===== src/rtl/fetch_ctrl.sv =====
// Instruction-fetch sequencer: owns the PC, keeps one imem request in flight and
// hands each fetched word with its PC to decode; redirects squash wrong-path data.
module fetch_ctrl #(
  parameter logic [63:0] RESET_PC = 64'h0000_0000_8000_0000
) (
  input  logic        clk,
  input  logic        rst,
  output logic        imem_req_valid,
  input  logic        imem_req_ready,
  output logic [63:0] imem_req_addr,
  input  logic        imem_resp_valid,
  input  logic [31:0] imem_resp_data,
  output logic        id_valid,
  input  logic        id_ready,
  output logic [31:0] id_inst,
  output logic [63:0] id_pc,
  input  logic        redirect_valid,
  input  logic [63:0] redirect_pc,
  output logic [63:0] fetch_cnt
);

  typedef enum logic [1:0] {IDLE, REQ, WAIT, HOLD} state_t;

  state_t      state_reg, state_next;
  logic [63:0] pc_reg, pc_next;
  logic        drop_reg, drop_next;
  logic [31:0] inst_q_reg, inst_q_next;
  logic [63:0] pc_q_reg, pc_q_next;
  logic [63:0] fetch_cnt_reg, fetch_cnt_next;
  logic [63:0] redirect_target;

  assign redirect_target = {redirect_pc[63:2], 2'b00};

  always_ff @(posedge clk) begin
    if (rst) begin
      state_reg     <= IDLE;
      pc_reg        <= RESET_PC;
      drop_reg      <= 1'b0;
      inst_q_reg    <= 32'd0;
      pc_q_reg      <= 64'd0;
      fetch_cnt_reg <= 64'd0;
    end else begin
      state_reg     <= state_next;
      pc_reg        <= pc_next;
      drop_reg      <= drop_next;
      inst_q_reg    <= inst_q_next;
      pc_q_reg      <= pc_q_next;
      fetch_cnt_reg <= fetch_cnt_next;
    end
  end

  // A redirect always wins; it only decides whether the in-flight response is squashed.
  always_comb begin
    state_next     = state_reg;
    pc_next        = pc_reg;
    drop_next      = drop_reg;
    inst_q_next    = inst_q_reg;
    pc_q_next      = pc_q_reg;
    fetch_cnt_next = fetch_cnt_reg;
    case (state_reg)
      IDLE: begin
        state_next = REQ;
        if (redirect_valid) pc_next = redirect_target;
      end
      REQ: begin
        if (redirect_valid) begin
          pc_next = redirect_target;
          if (imem_req_ready) begin
            state_next = WAIT;
            drop_next  = 1'b1;
          end
        end else if (imem_req_ready) begin
          state_next = WAIT;
          pc_q_next  = pc_reg;
        end
      end
      WAIT: begin
        if (redirect_valid) begin
          pc_next = redirect_target;
          if (imem_resp_valid) begin
            state_next = REQ;
            drop_next  = 1'b0;
          end else begin
            drop_next  = 1'b1;
          end
        end else if (imem_resp_valid) begin
          if (drop_reg) begin
            state_next = REQ;
            drop_next  = 1'b0;
          end else begin
            state_next  = HOLD;
            inst_q_next = imem_resp_data;
          end
        end
      end
      HOLD: begin
        if (redirect_valid) begin
          pc_next    = redirect_target;
          state_next = REQ;
        end else if (id_ready) begin
          pc_next        = pc_q_reg + 64'd4;
          fetch_cnt_next = fetch_cnt_reg + 64'd1;
          state_next     = REQ;
        end
      end
      default: state_next = IDLE;
    endcase
  end

  assign imem_req_valid = (state_reg == REQ);
  assign imem_req_addr  = pc_reg;
  assign id_valid       = (state_reg == HOLD);
  assign id_inst        = inst_q_reg;
  assign id_pc          = pc_q_reg;
  assign fetch_cnt      = fetch_cnt_reg;

endmodule


===== config.mk =====
export PLATFORM = sky130hd
export DESIGN_NAME = fetch_ctrl
export DESIGN_NICKNAME = d
export VERILOG_FILES = /design/src/rtl/fetch_ctrl.sv
export SDC_FILE = /design/constraint.sdc
export NUM_CORES = 1
export LEC_CHECK = 0
export ABC_CLOCK_PERIOD_IN_PS = 5500
export CORE_ASPECT_RATIO = 0.8
export CORE_MARGIN = 3
export CORE_UTILIZATION = 50
export CTS_BUF_LIST = sky130_fd_sc_hd__clkbuf_8
export CTS_CLUSTER_SIZE = 16
export DETAILED_ROUTE_END_ITERATION = 10
export MAX_ROUTING_LAYER = met4
export PLACE_DENSITY = 0.81
export SLEW_MARGIN = 20
export SYNTH_ARGS = -nofsm -noshare
export SYNTH_HDL_FRONTEND = slang
export SYNTH_SLANG_ARGS = --single-unit
export TNS_END_PERCENT = 5

===== constraint.sdc =====
create_clock -name clk -period 5.5 [get_ports clk]
set_input_delay 0.55 -clock clk [delete_from_list [all_inputs] [get_ports clk]]
set_output_delay 0.55 -clock clk [all_outputs]
set_load 0.02 [all_outputs]

==> flow_metrics.tcl <==
set metrics [dict create \
    root_buffer "clkbuf_8" \
    placedCellCount 1899 \
    rr_worst_depth 7 \
    worst_setup_path_start_kind "input port" \
    grt_pass1_vias 10750 \
    start_util_pct 52.10 \
    io_buffers 325 \
    dieArea_mm2 0.02382 \
    drive_above_1_share_pct 6.021 \
    remaining_drc_errors 0 \
    fillCellCount 1664 \
    tightest_slew_ns 0.9598 \
    final_core_util_pct 71.39 \
    die_h_um 138.7 \
    area_delta_synth_final_pct 37.03 \
    worst-r2r-setup-slack_ns 2.44 \
    arrival_ns 3.53 \
    rsz0062_at_grt "no" \
    crit_end "fetch_cnt[57]" \
    path_buf_inv 2 \
    cp_slowest_cell "clkdlybuf4s50_1" \
    post-route-period-util_pct 56.06 \
    ctsHoldBuffers 0 \
    crit_chain "clkdlybuf4s50_1 -> nand4b_2 -> nor4_4 -> buf_4 -> nand4_1 -> or4_1 -> a21oi_1" \
    dr.first_iter.drc_count 1150 \
    synth_fp_nets 1505 \
    multi_input_area_mm2 0.006012 \
    timing.setup.tns_ns 0 \
    peakVddDrop_v 0.0001998 \
    path_clk_slew_ns 0.06 \
    synth_cell_types 62 \
    cts-resized-gates 0 \
    syn_avg_cell_area_um2 7.878 \
    fmax_ghz 0.3243 \
    antenna_left 0 \
    cts_max_level 2 \
    cp_data_required_time_ns 5.95 \
    clk_latency_ns 0.53 \
    p_per_area_mw_per_mm2 239.5 \
    routed_wl_mm 37.00 \
    fin_cells 1965 \
    cts_made_buffers 38 \
    path_delay_family "simple AND/OR/NAND/NOR gates" \
    hpwl_mm 25.15 \
    path_depth 7 \
    maxSlewHeadroom_pct 36.01 \
    clkSinkCount 227 \
    fin_skew_ns 0.02322 \
    wl_per_cell_um 18.83 \
    crit_fanout 17 \
    status "finished clean" \
    synth_edf_count 0 \
    synthFlopType "dfxtp_1" \
    register_area_mm2 0.004544 \
    grt-ovfl-total 0 \
    via_per_inst 5.950 \
    min_period_ns 3.083 \
    cts_tree "done" \
    rr_startpoint "state_reg[0]" \
    hold_path_class "in -> reg" \
    cts_setup_buffers 0 \
    synth_seq_cells 227 \
    gp_congestion 0.8899 \
    dr.pass1.iters 5 \
    whs_ns 0.3985 \
    clock_path_buffers 3 \
    slowest_delay_ns 0.68 \
    antenna_found_initial 2 \
    vias 11690 \
    core_mm2 0.02111 \
    p_leak_nw 5.018 \
    syn_area_mm2 0.01100 \
    crit_start "redirect_valid" \
    hold_viol_final 0 \
    grt_usage_pct 30.30 \
    grt_max_degree 89 \
    grt_first_pass_wirelength_mm 58.01 \
    die_w_um 171.8 \
    crit_type "in -> reg" \
    setup_violations 0 \
    report.final.slew_viol_count 0 \
    yosysWarningCount 0 \
    timing.rr.end "fetch_cnt[57]" \
    critPathCaptureType "register" \
    row_count 47 \
    nets 1779 \
    ys_seq_area_share_pct 41.32 \
    synthArstFlopShare_pct 0 \
    maxCapViolCount 0 \
    netlist_instances 1396 \
    io_pins 328 \
]
-- report_power, final --
part           total, mW  internal [mW]  switching (mW)
registers           1.73           1.69          0.0438
logic              0.386          0.182           0.204
clock network       1.49          0.809           0.684
-- synthesized netlist by cell type, types with 9 or more instances --
cell,number,share of area [%]
o21ai_0,43,2.0
buf_2,10,0.46
dfxtp_1,227,41
or4_1,9,0.61
nor4_1,19,1.1
inv_1,17,0.58
a31oi_1,16,0.91
buf_1,9,0.31
a21oi_1,161,7.3
or3_1,33,1.9
and2_1,11,0.63
and3_1,19,1.1
nor2_1,76,2.6
mux2i_1,15,1.4
clkbuf_1,84,2.9
xor2_1,41,3.3
nand4b_1,9,0.72
and4_1,31,2.5
xnor2_1,28,2.2
nand3_1,68,3.1
nor3_1,10,0.46
nand2_1,292,10
nand4_1,47,2.7
a311o_1,9,0.82
-- cell families after synthesis --
family	after synthesis	synth area share, %
fa+ha+maj	7	0.7963
mux	16	1.468
xor+xnor	69	5.495
flops	227	41.32
buf+inv	122	4.346
compound gates	295	15.80
simple gates	660	30.77
-- how the worst min path moves through the flow --
stage                 start       endpoint  slack, ns  cells after the start
2_1_floorplan  state_reg[1]   state_reg[1]       0.48                      2
3_3_place_gp    id_inst[16]    id_inst[16]       0.44                      2
3_5_place_dp    id_inst[27]    id_inst[27]       0.45                      2
4_1_cts                 rst  fetch_cnt[28]       0.36                      2
5_1_grt                 rst  fetch_cnt[29]       0.39                      2
6_report                rst      id_pc[43]       0.40                      2
-- layout by cell type (no fill, tap or decap), drive strengths merged, types with 25 or more instances in the layout --
cell	synthesis	routed
clkdlybuf4s50	0	324
nand2	293	293
dfxtp	227	227
a21oi	161	161
nor2	76	76
nand3	68	68
clkbuf	84	50
nand4	50	50
o21ai	44	44
xor2	41	41
or3	33	33
and4	31	31
xnor2	28	28
nor4	25	25
-- cell type report --
class / instances / area share [%]
clock inverter: 14 / 0.4068
sequential: 227 / 30.15
antenna: 2 / 0.03321
inverter: 17 / 0.4234
tap: 269 / 2.233
multi-input combinational: 1047 / 39.89
timing repair buffer: 339 / 22.29
clock buffer: 50 / 4.566
-- layer usage --
layer / track usage [%] / vias up / part of all wire, % / wire, µm
met5: - / - / 0 / 0
met4: 9.702 / 0 / 3.1 / 1137
met2: 46.45 / 561 / 46 / 16860
li1: - / 5521 / - / -
met1: 40.55 / 5519 / 43 / 15730
met3: 5.728 / 90 / 8.9 / 3275
-- worst register-to-register path, cell delays in order (launching register included) --
cell and delay (ns):
dfxtp_1 0.44, ha_1 0.42, nand4b_2 0.25, nor4_4 0.29
buf_4 0.28, nand4_1 0.50, or4_1 0.66, a21oi_1 0.14
-- through the flow --
stage / cell area (µm²) / total power [mW] / setup slack (ns)
after floorplan: 11000 / 1.941 / 3.061
after global placement: 14310 / 2.141 / 1.984
after detailed placement: 14310 / 2.146 / 1.939
after CTS: 15060 / 3.630 / 2.458
after global routing: 15070 / 3.734 / 2.186
final: 15070 / 3.610 / 2.417
Power figures use the tool's default switching activity.
